File: config.mk
export PLATFORM = sky130hd
export DESIGN_NAME = seq_detect_param_flat
export DESIGN_NICKNAME = d
export VERILOG_FILES = /design/src/rtl/seq_detect_param_pkg.sv /design/src/rtl/seq_detect_param_if.sv /design/src/rtl/seq_detect_param_matcher.sv /design/src/rtl/seq_detect_param.sv /design/src/flat_wrapper.sv
export SDC_FILE = /design/constraint.sdc
export NUM_CORES = 1
export LEC_CHECK = 0
export CORE_ASPECT_RATIO = 0.9
export CORE_MARGIN = 2
export CORE_UTILIZATION = 56
export DETAILED_ROUTE_END_ITERATION = 12
export PLACE_DENSITY = 0.83
export SETUP_SLACK_MARGIN = 0.05
export SYNTH_ARGS = -nofsm -noshare
export SYNTH_HDL_FRONTEND = slang
export SYNTH_SLANG_ARGS = --single-unit
File: constraint.sdc
create_clock -name clk -period 4.63 [get_ports clk]
set_input_delay 0.6945 -clock clk [delete_from_list [all_inputs] [get_ports clk]]
set_output_delay 0.6945 -clock clk [all_outputs]
set_load 0.005 [all_outputs]
File: src/rtl/seq_detect_param_pkg.sv
// Shared types, default constants and helpers for the serial pattern detector.
package seq_detect_pkg;

    typedef enum logic {
        IDLE = 1'b0,
        RUN  = 1'b1
    } state_t;

    localparam int         DEF_DATA_W  = 8;
    localparam int         DEF_PAT_W   = 5;
    localparam logic [4:0] DEF_PATTERN = 5'b10010;

    // Increment v, but hold once it reaches the all-ones value of a w-bit counter.
    function automatic logic [31:0] sat_inc(input logic [31:0] v, input int unsigned w);
        logic [32:0] max_v;
        max_v = (33'd1 << w) - 33'd1;
        if ({1'b0, v} >= max_v) begin
            return v;
        end
        return v + 32'd1;
    endfunction

endpackage

File: src/rtl/seq_detect_param_if.sv
// Start/word inputs and result outputs of the serial pattern detector.
//
// Handshake: button is a one-cycle start strobe with no back-pressure; the
// detector always accepts it and samples switch on that same edge. busy
// covers the scan, done pulses for one cycle after the last bit, and the
// result fields (led, match_cnt, first_pos) hold until the next start.
interface seq_detect_param_if
    import seq_detect_pkg::*;
#(
    parameter int DATA_W = DEF_DATA_W,
    parameter int CNT_W  = 4,
    parameter int POS_W  = $clog2(DATA_W)
);
    logic              button;
    logic [DATA_W-1:0] switch;
    logic              busy;
    logic              done;
    logic              led;
    logic [CNT_W-1:0]  match_cnt;
    logic [POS_W-1:0]  first_pos;
    state_t            state_dbg;

    modport master (
        output button, switch,
        input  busy, done, led, match_cnt, first_pos, state_dbg
    );

    modport slave (
        input  button, switch,
        output busy, done, led, match_cnt, first_pos, state_dbg
    );
endinterface

File: src/rtl/seq_detect_param_matcher.sv
// Sliding match window: shifts in one bit per enable and flags a hit when the
// window equals PATTERN and enough fresh bits have arrived.
module seq_window_matcher
#(
    parameter int               PAT_W   = 5,
    parameter logic [PAT_W-1:0] PATTERN = 5'b10010,
    parameter int               OVERLAP = 1
) (
    input  logic clk,
    input  logic rst,
    input  logic bit_i,
    input  logic shift_en,
    input  logic clear,
    output logic hit
);
    localparam int FILL_W = $clog2(PAT_W + 1);

    logic [PAT_W-1:0]  window_q, window_d, new_win;
    logic [FILL_W-1:0] fill_q, fill_d;

    // Next window/fill and the hit flag for the bit being consumed this cycle.
    always_comb begin
        window_d = window_q;
        fill_d   = fill_q;
        hit      = 1'b0;
        // Truncating the concatenation drops the oldest bit; also covers PAT_W=1.
        new_win  = PAT_W'({window_q, bit_i});
        if (clear) begin
            window_d = '0;
            fill_d   = '0;
        end else if (shift_en) begin
            window_d = new_win;
            hit      = (new_win == PATTERN) && ((int'(fill_q) + 1) >= PAT_W);
            if (fill_q != FILL_W'(PAT_W)) begin
                fill_d = fill_q + FILL_W'(1);
            end
            // Non-overlapping mode: the window must refill before the next hit.
            if (hit && (OVERLAP == 0)) begin
                fill_d = '0;
            end
        end
    end

    // Window and fill registers.
    always_ff @(posedge clk or posedge rst) begin
        if (rst) begin
            window_q <= '0;
            fill_q   <= '0;
        end else begin
            window_q <= window_d;
            fill_q   <= fill_d;
        end
    end
endmodule

File: src/rtl/seq_detect_param.sv
// Captures a word on button, scans it MSB-first through the window matcher and
// records whether, how often and where the pattern first completed.
module seq_detect_param
    import seq_detect_pkg::*;
#(
    parameter int               DATA_W  = DEF_DATA_W,
    parameter int               PAT_W   = DEF_PAT_W,
    parameter logic [PAT_W-1:0] PATTERN = DEF_PATTERN,
    parameter int               OVERLAP = 1,
    parameter int               CNT_W   = 4,
    parameter int               POS_W   = $clog2(DATA_W)
) (
    input logic               clk,
    input logic               rst,
    seq_detect_param_if.slave bus
);
    state_t            state_q, state_d;
    logic [DATA_W-1:0] shreg_q, shreg_d;
    logic [POS_W-1:0]  bitcnt_q, bitcnt_d;
    logic              led_q, led_d;
    logic [CNT_W-1:0]  cnt_q, cnt_d;
    logic [POS_W-1:0]  fpos_q, fpos_d;
    logic              done_q, done_d;
    logic              shift_en, clear, hit;

    seq_window_matcher #(
        .PAT_W   (PAT_W),
        .PATTERN (PATTERN),
        .OVERLAP (OVERLAP)
    ) u_matcher (
        .clk      (clk),
        .rst      (rst),
        .bit_i    (shreg_q[DATA_W-1]),
        .shift_en (shift_en),
        .clear    (clear),
        .hit      (hit)
    );

    // FSM next state, shifter, bit counter and result updates.
    always_comb begin
        state_d  = state_q;
        shreg_d  = shreg_q;
        bitcnt_d = bitcnt_q;
        led_d    = led_q;
        cnt_d    = cnt_q;
        fpos_d   = fpos_q;
        done_d   = 1'b0;
        shift_en = 1'b0;
        clear    = 1'b0;
        // A start press wins in every state, so it also aborts a run in progress.
        if (bus.button) begin
            shreg_d  = bus.switch;
            bitcnt_d = '0;
            led_d    = 1'b0;
            cnt_d    = '0;
            fpos_d   = '0;
            clear    = 1'b1;
            state_d  = RUN;
        end else if (state_q == RUN) begin
            shift_en = 1'b1;
            shreg_d  = shreg_q << 1;
            if (hit) begin
                led_d = 1'b1;
                cnt_d = CNT_W'(sat_inc(32'(cnt_q), CNT_W));
                if (!led_q) begin
                    fpos_d = bitcnt_q;
                end
            end
            if (bitcnt_q == POS_W'(DATA_W - 1)) begin
                state_d = IDLE;
                done_d  = 1'b1;
            end else begin
                bitcnt_d = bitcnt_q + POS_W'(1);
            end
        end
    end

    // State and result registers.
    always_ff @(posedge clk or posedge rst) begin
        if (rst) begin
            state_q  <= IDLE;
            shreg_q  <= '0;
            bitcnt_q <= '0;
            led_q    <= 1'b0;
            cnt_q    <= '0;
            fpos_q   <= '0;
            done_q   <= 1'b0;
        end else begin
            state_q  <= state_d;
            shreg_q  <= shreg_d;
            bitcnt_q <= bitcnt_d;
            led_q    <= led_d;
            cnt_q    <= cnt_d;
            fpos_q   <= fpos_d;
            done_q   <= done_d;
        end
    end

    assign bus.busy      = (state_q == RUN);
    assign bus.done      = done_q;
    assign bus.led       = led_q;
    assign bus.match_cnt = cnt_q;
    assign bus.first_pos = fpos_q;
    assign bus.state_dbg = state_q;
endmodule

File: src/flat_wrapper.sv
// flat-port wrapper written by rule: the top's interface ports become plain ports
module seq_detect_param_flat import seq_detect_pkg::*;
#(
    parameter int               DATA_W  = DEF_DATA_W,
    parameter int               PAT_W   = DEF_PAT_W,
    parameter logic [PAT_W-1:0] PATTERN = DEF_PATTERN,
    parameter int               OVERLAP = 1,
    parameter int               CNT_W   = 4,
    parameter int               POS_W   = $clog2(DATA_W)
)
  (clk, rst, bus_button, bus_switch, bus_busy, bus_done, bus_led, bus_match_cnt, bus_first_pos, bus_state_dbg);
  seq_detect_param_if #(.DATA_W(DATA_W), .CNT_W(CNT_W), .POS_W(POS_W)) bus_i ();
  input logic clk;
  input logic rst;
  input wire logic [$bits(bus_i.button)-1:0] bus_button;
  input wire logic [$bits(bus_i.switch)-1:0] bus_switch;
  output wire logic [$bits(bus_i.busy)-1:0] bus_busy;
  output wire logic [$bits(bus_i.done)-1:0] bus_done;
  output wire logic [$bits(bus_i.led)-1:0] bus_led;
  output wire logic [$bits(bus_i.match_cnt)-1:0] bus_match_cnt;
  output wire logic [$bits(bus_i.first_pos)-1:0] bus_first_pos;
  output wire logic [$bits(bus_i.state_dbg)-1:0] bus_state_dbg;
  assign bus_i.button = bus_button;
  assign bus_i.switch = bus_switch;
  assign bus_busy = bus_i.busy;
  assign bus_done = bus_i.done;
  assign bus_led = bus_i.led;
  assign bus_match_cnt = bus_i.match_cnt;
  assign bus_first_pos = bus_i.first_pos;
  assign bus_state_dbg = bus_i.state_dbg;
  seq_detect_param #(.DATA_W(DATA_W), .PAT_W(PAT_W), .PATTERN(PATTERN), .OVERLAP(OVERLAP), .CNT_W(CNT_W), .POS_W(POS_W)) u_core (.clk(clk), .rst(rst), .bus(bus_i));
endmodule
# After elaboration in Yosys (flattened, before gate mapping)
# Index checks and enable logic that the tools add are counted.
classes:
  addsub: 4
  n_lt_le_gt_ge: 2
  eq_ne: 6
  muxes: 36
  reduce_logical: 10
ops:
  columns: ["operator", "count"]
  rows:
  - ["2-to-1 mux 3 bit", 10]
  - ["2-to-1 mux 4 bit", 6]
  - ["2-to-1 mux 1 bit", 18]
  - ["2-to-1 mux 8 bit", 2]
  - ["nonzero test 2 bit", 4]
  - ["adder 3 x 1 -> 3 bit, second input constant", 2]
  - ["inequality test 3 bit, second input constant", 2]
  - ["AND reduction 2 bit", 3]
  - ["AND reduction 3 bit", 2]
  - ["== test 5 bit, second input constant", 1]
  - ["adder 3 x 1 -> 4 bit, second input constant", 1]
  - ["adder 4 x 1 -> 4 bit, second input constant", 1]
  - ["greater-or-equal comparator 4 x 3 -> 1 bit, second input constant", 1]
  - ["greater-or-equal comparator 4 bit, second input constant", 1]
  - ["inequality test 2 bit, second input constant", 2]
  - ["== test 3 bit, second input constant", 1]
  - ["logical AND 1 bit", 1]
word_totals:
  register_bits: 28
  word_cells: 67

# Logic depth before layout (Yosys ltp)
# Gate-level depths: netlist (run 1).
depth:
  word_depth: 12
  depth_mapped: 6
  depth_no_buf: 6

# Hierarchy
# A second synthesis (run 1) with hierarchy kept.
unflattened:
  cells_unflattened: 125
  hier_area_um2: 1392.6
modules_own_cells:
  columns: ["mod", "instances", "cells_per_inst", "area_each_um2", "seq_area_each_um2"]
  rows:
  - ["seq_detect_param", 1, 89, 989.7, 525.5]
  - ["seq_window_matcher", 1, 36, 402.9, 175.2]

# Worst setup path before layout (run 1)
# No wires, ideal clock.
synth_path:
  kind: "register -> register"
  startpoint: "reg u_core.u_matcher.fill_q[0]"
  endpoint: "reg u_core.cnt_q[0] (netlist: u_core.bus.match_cnt[0])"
  arrival_time_ns: 1.527
  required_ns: 4.502
  slack_ns: 2.976
  stages_incl_launch_ff: 6
  path_cell_list: "dfrtp_1 ha_1 a21oi_1 a31o_2 a311oi_4 mux2_1"
synth_via:
  elab_chain_len: 7
synth_lines:
  columns: ["item", "line", "text"]
  rows:
  - ["start: declaration", "seq_detect_param_matcher.sv:19", "logic [FILL_W-1:0] fill_q, fill_d;"]
  - ["start signal: assignment", "seq_detect_param_matcher.sv:51", "fill_q <= fill_d;"]
  - ["adder 3 x 1 -> 4 bit", "seq_detect_param_matcher.sv:33", "hit = (new_win == PATTERN) && ((int'(fill_q) + 1) >= PAT_W);"]
  - ["greater-or-equal comparator 4 x 3 -> 1 bit", "seq_detect_param_matcher.sv:33", null]
  - ["logical AND 1 bit", "seq_detect_param_matcher.sv:33", null]
  - ["2-to-1 mux 1 bit", "seq_detect_param_matcher.sv:31", "end else if (shift_en) begin"]
  - ["2-to-1 mux 1 bit", "seq_detect_param_matcher.sv:28", "if (clear) begin"]
  - ["nonzero test 2 bit (no line)", null, null]
  - ["AND reduction 3 bit (no line)", null, null]
  - ["end signal: assignment", "seq_detect_param.sv:93", "cnt_q <= cnt_d;"]
  - ["end: declaration", "seq_detect_param.sv:21", "logic [CNT_W-1:0] cnt_q, cnt_d;"]
# No other way between the ends.
# A chain may end at the register's enable or synchronous reset.

# Worst setup path in the final report (run 1)
layout_path:
  startpoint: "reg u_core.state_q (netlist: u_core.bus.busy)"
  endpoint: "out bus_busy"
layout_rtl:
  columns: ["item", "line", "text"]
  rows:
  - ["start: declaration", "seq_detect_param.sv:17", "state_t state_q, state_d;"]
  - ["start signal: assignment", "seq_detect_param.sv:89", "state_q <= state_d;"]
  - ["end: declaration", "flat_wrapper.sv:17", "output wire logic [$bits(bus_i.busy)-1:0] bus_busy;"]
# No word-level cell between the ends.

==> results of run 1 <==
[worst max path at each step]
| stage | startpoint | to | slack [ns] | cells past startpoint |
|---|---|---|---|---|
| floorplan | u_core.u_matcher.fill_q[0]$_DFFE_PP0P_ | u_core.bus.match_cnt[0]$_DFFE_PP0P_ | 2.98 | 5 |
| global placement | bus_button | u_core.bus.match_cnt[0]$_DFFE_PP0P_ | 2.19 | 3 |
| detailed placement | bus_button | u_core.bus.match_cnt[0]$_DFFE_PP0P_ | 2.14 | 3 |
| CTS | u_core.bus.busy$_DFF_PP0_ | bus_busy | 2.05 | 1 |
| global route | u_core.bus.busy$_DFF_PP0_ | bus_state_dbg | 1.96 | 1 |
| finish | u_core.bus.busy$_DFF_PP0_ | bus_busy | 2.06 | 1 |
[cell usage in the layout (no fill, tap or decap), drive strengths merged, types with 3 or more instances in the layout]
master,n
nand4b,3
dfrtp,28
a21oi,7
inv,3
clkdlybuf4s50,21
ha,6
a31oi,3
nor2,14
nor2b,3
o31ai,3
mux2i,14
nand2,10
a311oi,3
o21ai,8
nand2b,5
clkbuf,4
[where the power goes]
group / total [uW] / leakage [uW] / internal, uW / switching [uW]
sequential: 270 / 0.000366 / 258 / 12.2
clock: 121 / 0.0000210 / 48.2 / 73.2
combinational: 56.0 / 0.000427 / 26.5 / 29.4
total: 447 / 0.000814 / 333 / 115
[through the flow]
stage               power, uW  hold slack (ns)  std cells
finish                  447.4           0.5516        174
global route            469.3           0.5652        174
CTS                     450.9           0.5492        174
detailed placement      331.8           0.5298        170
global placement        326.8           0.5070        170
floorplan               311.2           0.4869        129
[worst reg2reg max path, cell delays in order (launching register included)]
cell and delay [ns]:
dfrtp_1 0.90, and4bb_4 0.36, nand3b_4 0.12, a311oi_4 0.33, mux2_1 0.35
[metal layers]
metal | vias up | global-route usage | wire, um
met2 | 19 | 0.3236 | 1147
met5 | - | 0 | 0
li1 | 486 | - | -
met3 | 4 | 0.02985 | 85
met4 | 0 | 0.07364 | 27
met1 | 476 | 0.2286 | 1109
[registers in the layout, indices dropped and copies added (netlist names)]
signal and flops:
u_core.bus.match_cnt 4, u_core.bus.busy 1, u_core.bus.first_pos 3, u_core.shreg_q 8, u_core.bus.done 1, u_core.u_matcher.fill_q 3, u_core.bitcnt_q 3, u_core.u_matcher.window_q 4
u_core.bus.led 1
[cells in the mapped netlist (2+ instances only)]
master / instances
a21oi_1: 7
a311oi_1: 2
a31oi_1: 3
buf_2: 2
buf_4: 2
clkbuf_1: 4
dfrtp_1: 28
ha_1: 6
inv_1: 3
mux2i_1: 14
nand2_1: 10
nand2b_1: 5
nand4b_1: 3
nor2_1: 14
nor2b_1: 3
o21ai_1: 8
o31ai_1: 3
[kinds of logic after synthesis]
family,share of synthesized area
adder cells (fa/ha/maj),0.05343
flip-flops,0.4987
buffers and inverters,0.03650
multiplexers,0.1077
XOR/XNOR,0.01247
AND/OR/NAND/NOR,0.1656
AO/OA/AOI/OAI,0.1256
[cell type report]
class                   instances  area, sq um  share of cell area
flip-flops and latches         28        700.7              0.4255
clock buffers                   4        36.28             0.02204
repair buffers                 21        210.2              0.1277
multi-input cells              90        653.1              0.3967
inverters                       3        11.26            0.006839
well taps                      28        35.03             0.02128
==> metrics.txt, run 1 <==
Mapped Area 0.001405 sq mm; post-detail-place hpwl 1710 um; top_reg_cell synth dfrtp_1; Startpoint Class flip-flop; worst reg2reg endpoint u_core.bus.match_cnt[0]$_DFFE_PP0P_; Layout Nets 164; Die Area 0.002926 sq mm; Worst-path clk slew 0.15 ns; Yosys warning count 0; Worst Tran Pin Value 1.177 ns; Die X 56.80 um; final hold vios 0; layout cell share with drive strength beyond 1 0.05479; Tmin final 2.568 ns; Vias 985; Setup TNS Final 0 ns; initial antenna violation count 0; Num CTS Buffers 3; Hold Buf Count CTS 0; # clock sinks 28; Async SR Flop Fraction 1.000; maximum level of the CTS H-tree 1; syn nets 146; DRT iter0 DRCs 32; Seq cells post-synth 28; fin crit share 0.5545; worst endpoint required time 3.94 ns; I/O pin cnt 22; Min-Delay Path Depth 2; grt total ovfl 0; cell taking the most area after synthesis dfrtp_1; FF-to-FF path depth 4; Post-Route WL 2369 um; skew final 0.003878 ns; reg2reg setup slack 2.48 ns; number of flops mapped to enable cells by yosys 0; routability congestion estimate 0.7285; Die Y 51.52 um; Max Freq 0.3895 GHz; Initial DRT Pass Iterations 4; status complete, no violations; master of the slowest instance on the critical path dfrtp_1; unrepaired setup endpoints after global routing false; CTS tree yes; setup bufs post-CTS 0; Setup-failing EPs final 0; Root Buffer clkbuf_4; post-route ant nets 0; drt drc 0; critical-path cell list clkdlybuf4s50_1; Critical Path Max Stage Delay 0.90 ns; R2R Path Start u_core.bus.busy$_DFF_PP0_; largest net degree at the start of global routing 39; worst hold path type reg -> reg; port buffer count 21; # diodes 0; initial core utilization 0.5795; Max clock buf depth 2; maximum VDD drop 189.0 uV; Mean Syn Cell Area 10.89 sq um; post-route design area 0.001647 sq mm; WP buf/inv 1; leak pwr 0.0008143 uW; placeable core region 0.002425 sq mm; Max FO, Critical Path 20; max-cap violations 0; critical path type reg -> out; Post-Place Setup Slack 2.143 ns; Syn Inst Count 129; fillers 208; Yosys cell types 29; Hold EP u_core.bus.first_pos[0]$_DFFE_PP0P_; Post-DP Area 0.001610 sq mm; crit end category primary output; row cnt 17; first-pass GRT wire length 4133 um; PnR worst setup slack 2.062 ns; PwrDens 271.7 mW/mm^2; Synth area leaders dfrtp_1 50%, mux2i_1 10%, ha_1 5.3%; post-synthesis sequential area ratio 0.4987; number of global-route vias before repair 958; Clock Latency Late Sink 0.33 ns; Slew HR 0.2131; hold_sp u_core.bus.first_pos[0]$_DFFE_PP0P_; Layout Utilization 0.6791; cell family with most CP delay flip-flops; post_cts resized 0; Worst EP arrival 1.87 ns; vias per inst 5.661; WL/cell 13.61 um; synth-to-layout area growth 17.19%; fin. max-slew vios 0; Synth top area share 0.4987; GRT Total Usage 0.1839
No activity file was read; power rests on OpenSTA's default activity.
==> run 2: changes to the inputs <==
- CORE_UTILIZATION: 56 -> 52
- PLACE_DENSITY: 0.83 -> 0.78
- clock period: 4.63 -> 2.4 ns (I/O delays scaled with it)
==> run 2 against run 1 <==
Against the previous run:
- the run now ends with design-rule violations left
- design area is 2.8% higher
- clock power grew to 2.5 times the previous value
- first-iteration DRC count fell by 19%
- die area rose by 7.1%
- critical endpoint unchanged
- largest cell class unchanged
- highest routed layer unchanged
==> metrics.txt, run 2 (synthesized netlist as in run 1, its figures left out) <==
row cnt 17 (unchanged); routability congestion estimate 0.7959 (+9.3%); commonest non-fill, non-tap cell in the layout dfrtp_1; fin. max-slew vios 0 (unchanged); most used routing layer met2; M2 GR Usage 0.3259 (+0.002283); vias per inst 5.539 (-2.1%); layout cell share with drive strength beyond 1 0.08000 (+0.02521); largest net degree at the start of global routing 29 (-26%); first-pass GRT wire length 4222 um (+2.2%); Max clock buf depth 2 (unchanged); cell family with most CP delay buffers and inverters; DRT iter0 DRCs 26 (-19%); I/O pin cnt 22 (unchanged); Worst Tran Pin Value 0.5549 ns (-0.6218 ns); placeable core region 0.002510 sq mm (+3.5%); worst endpoint required time 2.04 ns (-1.90 ns); Clock Latency Late Sink 0.33 ns (about the same); Slew HR 0.6289 (+0.4158); unrepaired setup endpoints after global routing false; maximum level of the CTS H-tree 1 (unchanged); critical-path cell list buf_4 -> clkdlybuf4s50_1; initial core utilization 0.5598 (-0.01964); Tmin final 1.883 ns; drt drc 1 (+1); most flop-heavy register u_core.shreg_q; grt total ovfl 0 (unchanged); number of global-route vias before repair 959 (+0.10%); CTS tree yes; PwrDens 553.1 mW/mm^2 (+100%); Layout Nets 168 (+2.4%); Post-Route WL 2412 um (+1.8%); maximum VDD drop 485.3 uV (+160%); Critical Path Max Stage Delay 0.55 ns (-0.35 ns); WP buf/inv 2 (+1); skew final 0.005776 ns (+0.001898 ns); Setup TNS Final 0 ns (unchanged); Final Hold Slack 0.3630 ns (-0.1886 ns); Max Freq 0.5309 GHz; initial antenna violation count 0 (unchanged); Die Y 53.32 um (+3.5%); final hold vios 0 (unchanged); FF-to-FF path depth 5 (+1); worst hold path type in -> async; Layout Utilization 0.6745 (-0.004574); post-route ant nets 0 (unchanged); Pwr Total 936.3 uW (+110%); max-cap violations 0 (unchanged); Max FO, Critical Path 19 (-5.0%); fin crit share 0.7848; GRT Total Usage 0.1815 (-0.002320); critical path type reg -> out; max reg flops 8 (unchanged); Post-Place Setup Slack 0.5760 ns (-1.567 ns); Die X 58.80 um (+3.5%); leak pwr 0.0008399 uW (+3.1%); post_cts resized 0 (unchanged); Initial DRT Pass Iterations 8 (+4); port buffer count 21 (unchanged); failing checks design-rule violations; WL/cell 13.55 um (-0.47%); Hold Buf Count CTS 0 (unchanged); # diodes 0 (unchanged); fillers 210 (+0.96%); Setup-failing EPs final 0 (unchanged); status complete, but fails checks; grt met3 use 0.05379 (+0.02394); master of the slowest instance on the critical path clkdlybuf4s50_1; Worst EP arrival 1.52 ns (-0.35 ns); area of the multi-input gates 653.1 sq um (unchanged); most frequent cells in the layout 28 x dfrtp_1, 21 x clkdlybuf4s50_1, 14 x mux2i_1, 14 x nor2_1, 10 x nand2_1; Num CTS Buffers 3 (unchanged); Root Buffer clkbuf_4; Die Area 0.003135 sq mm (+7.1%); Stages on worst setup path 2 (+1); Startpoint Class flip-flop; met1 Use GR 0.2143 (-0.01433); synth-to-layout area growth 20.48%; # clock sinks 28 (unchanged); post-detail-place hpwl 1880 um (+9.9%); Worst-path clk slew 0.15 ns (about the same); setup bufs post-CTS 0 (unchanged); PnR worst setup slack 0.5165 ns (-1.546 ns); crit end category primary output; Sequential Area 700.7 sq um (unchanged); Vias 986 (+0.10%)
## run 2: cell count changes in the layout (fill, tap and decap cells not counted)
cell | previous run | this run
buf_4 | 0 | 4
bufinv_16 | 0 | 1
clkbuf_8 | 1 | 0
## run 2: routing by layer
layer / vias to the layer above / share of wire
met5: - / 0
met4: 0 / 0.0041
met3: 2 / 0.047
met2: 25 / 0.53
met1: 463 / 0.42
li1: 496 / -
## run 2: area by class of cell
type,count,share of cell area
Sequential cell,28,0.4139
Multi-Input combinational cell,90,0.3858
Timing Repair Buffer,25,0.1419
Tap cell,28,0.02069
Clock inverter,1,0.01774
Clock buffer,3,0.01330
Inverter,3,0.006652
## run 2: stage by stage
step / cell area (sq um) / std cells
3_5_place_dp: 1640 / 174
4_1_cts: 1693 / 178
5_1_grt: 1693 / 178
2_1_floorplan: 1405 / 129
6_report: 1693 / 178
3_3_place_gp: 1640 / 174
## run 2: final timing paths
path	from	to	slack, ns
hold / removal	rst	u_core.shreg_q[0]$_DFFE_PP0P_	0.36
hold reg to reg	u_core.u_matcher.window_q[3]$_DFFE_PP0P_	u_core.u_matcher.window_q[3]$_DFFE_PP0P_	0.55
setup / recovery	u_core.bus.busy$_DFF_PP0_	bus_busy	0.52
max in group asynchronous	rst	u_core.u_matcher.fill_q[0]$_DFFE_PP0P_	1.77
setup reg to reg	u_core.u_matcher.fill_q[0]$_DFFE_PP0P_	u_core.bus.match_cnt[0]$_DFFE_PP0P_	0.57
min in group clk	u_core.u_matcher.window_q[3]$_DFFE_PP0P_	u_core.u_matcher.window_q[3]$_DFFE_PP0P_	0.55
## run 2: where the power goes
| part | switching [uW] | total (uW) | leakage [uW] | internal [uW] |
|---|---|---|---|---|
| combinational | 59.1 | 113 | 0.000446 | 54.2 |
| clock | 135 | 304 | 0.0000279 | 169 |
| sequential | 21.3 | 519 | 0.000366 | 497 |
| total | 216 | 936 | 0.000840 | 720 |
## run 2: tightest hold or removal path, stage by stage
cell,delay [ns]
clkdlybuf4s50_1,0.39
inv_1,0.05
buf_4,0.32
==> run 3: changes to the inputs <==
- clock period: 2.4 -> 1.84 ns (I/O delays scaled with it)
==> run 3 against run 2 <==
Against the previous run:
- sequential power rose by 31%
- non-clock buffer count rose by 6
- via count is 7.3% higher
- register-to-register slack got worse by 0.50 ns
- worst setup slack got worse by 0.44 ns
- the flow still finishes with violations (design-rule violations)
- clock skew is 0.0011 ns lower
- global-route usage grew 1.4 points
- critical path depth grew 4
- largest power group unchanged
- largest cell class unchanged
- flip-flop and latch count stayed put
==> metrics.txt, run 3 (synthesized netlist as in run 1, its figures left out) <==
worst endpoint required time 2.07 ns (+0.03 ns); Finished Layout Cells 184 (+3.4%); failing checks design-rule violations; Placed Instances 175 (+0.57%); reg2reg setup slack 0.07 ns (-0.50 ns); worst hold path type in -> async; GRT Total Usage 0.1953 (+0.01376); maximum VDD drop 466.4 uV (-3.9%); I/O pin cnt 22 (unchanged); critical path type reg -> reg; max reg flops 8 (unchanged); crit end category flip-flop; post-detail-place hpwl 1832 um (-2.6%); Layout Nets 174 (+3.6%); fin crit share 0.9596; # diodes 0 (unchanged); Setup TNS Final 0 ns (unchanged); Die Area 0.003135 sq mm (unchanged); placeable core region 0.002510 sq mm (unchanged); layout cell share with drive strength beyond 1 0.1538 (+0.07385); Worst Tran Pin Value 0.3486 ns (-0.2063 ns); most frequent cells in the layout 28 x dfrtp_1, 21 x clkdlybuf4s50_1, 14 x mux2i_1, 14 x nor2_1, 10 x nand2_1; vias per inst 5.750 (+3.8%); fin. max-slew vios 0 (unchanged); commonest non-fill, non-tap cell in the layout dfrtp_1; WL/cell 14.40 um (+6.3%); DRT iter0 DRCs 32 (+23%); Post-Route WL 2650 um (+9.9%); Vias 1058 (+7.3%); Die Y 53.32 um (unchanged); post-route ant nets 0 (unchanged); maximum level of the CTS H-tree 1 (unchanged); Initial DRT Pass Iterations 8 (unchanged); Slew HR 0.7676 (+0.1387); # clock sinks 28 (unchanged); CTS tree yes; Worst-path clk slew 0.15 ns (about the same); drt drc 1 (unchanged); Startpoint Class flip-flop; Die X 58.80 um (unchanged); Root Buffer clkbuf_4; grt total ovfl 0 (unchanged); leak pwr 0.0008709 uW (+3.7%); Worst EP arrival 2.00 ns (+0.48 ns); PwrDens 709.5 mW/mm^2 (+28%); Clock Latency Late Sink 0.33 ns (about the same); Setup-failing EPs final 0 (unchanged); initial core utilization 0.5598 (unchanged); largest net degree at the start of global routing 29 (unchanged); FF-to-FF path depth 6 (+1); Max clock buf depth 2 (unchanged); routability congestion estimate 0.7426 (-6.7%); number of global-route vias before repair 958 (-0.10%); R2R Path Start u_core.u_matcher.fill_q[1]$_DFFE_PP0P_; worst reg2reg endpoint u_core.bus.match_cnt[0]$_DFFE_PP0P_; Num CTS Buffers 3 (unchanged); PnR worst setup slack 0.07442 ns (-0.4421 ns); Post-Place Setup Slack 0.05534 ns (-0.5206 ns); final hold vios 0 (unchanged); Post-DP Area 0.001648 sq mm (+0.46%); port buffer count 21 (unchanged); most flop-heavy register u_core.shreg_q; Max FO, Critical Path 4 (-15); row cnt 17 (unchanged); first-pass GRT wire length 4485 um (+6.2%); initial antenna violation count 0 (unchanged); post-route design area 0.001763 sq mm (+4.1%); Tmin final 1.766 ns; synth-to-layout area growth 25.47%; unrepaired setup endpoints after global routing false; Max Freq 0.5664 GHz; Pwr Total 1251 uW (+34%); skew final 0.004653 ns (-0.001124 ns); status complete, but fails checks; max-cap violations 0 (unchanged)
run 3: layout make-up:
type	count	area [sq um]
tap	28	35.03
fill	191	747.0
clock inverter	1	30.03
multi-input combinational	90	665.6
inverter	3	11.26
clock buffer	3	22.52
sequential	28	700.7
timing repair buffer	31	297.8
run 3: worst max-delay path by stage:
stage / start / endpoint / slack [ns]
after floorplan: u_core.u_matcher.fill_q[0]$_DFFE_PP0P_ / u_core.bus.match_cnt[0]$_DFFE_PP0P_ / 0.19
after global placement: u_core.u_matcher.fill_q[0]$_DFFE_PP0P_ / u_core.bus.match_cnt[0]$_DFFE_PP0P_ / 0.13
after detailed placement: u_core.u_matcher.fill_q[0]$_DFFE_PP0P_ / u_core.bus.match_cnt[0]$_DFFE_PP0P_ / 0.06
after CTS: u_core.bus.busy$_DFF_PP0_ / bus_state_dbg / 0.07
after global routing: u_core.u_matcher.fill_q[1]$_DFFE_PP0P_ / u_core.bus.match_cnt[0]$_DFFE_PP0P_ / 0.04
final: u_core.u_matcher.fill_q[1]$_DFFE_PP0P_ / u_core.bus.match_cnt[0]$_DFFE_PP0P_ / 0.07
run 3: through the flow:
stage / hold WS [ns] / util
final: 0.2822 / 0.7024
after global routing: 0.3236 / 0.7024
after global placement: 0.5126 / 0.6565
after floorplan: 0.3414 / -
after detailed placement: 0.5263 / 0.6565
after CTS: 0.2865 / 0.6820
run 3: timing repair:
| item | 4_1_cts | 5_1_grt |
|---|---|---|
| cloned | 0 | 0 |
| hold buffers | 0 | 0 |
| hold endpoints to repair | 0 | 0 |
| pin swaps | 0 | 1 |
| endpoints found under the setup margin | 3 | 3 |
| gates resized for setup | 1 | 8 |
| setup buffers | 1 | 4 |
run 3: metal layers:
layer / wire length [um] / vias up / GRT usage
met2: 1311 / 32 / 0.3204
met1: 1168 / 509 / 0.2485
met5: 0 / - / 0
met3: 143 / 4 / 0.05379
li1: - / 513 / -
met4: 27 / 0 / 0.06439
run 3: report_power, final:
part	internal, uW	total [uW]	leakage [uW]	switching [uW]
clock network	220	398	0.0000279	178
registers	649	678	0.000366	29.8
logic	87.5	174	0.000477	86.9
total	956	1250	0.000871	294
run 3: critical path, cell delays in order, from the launching register on:
cell      delay (ns)
dfrtp_1         0.44
inv_2           0.08
ha_2            0.18
a21oi_2         0.06
a31o_2          0.26
a311oi_4        0.31
mux2_4          0.33
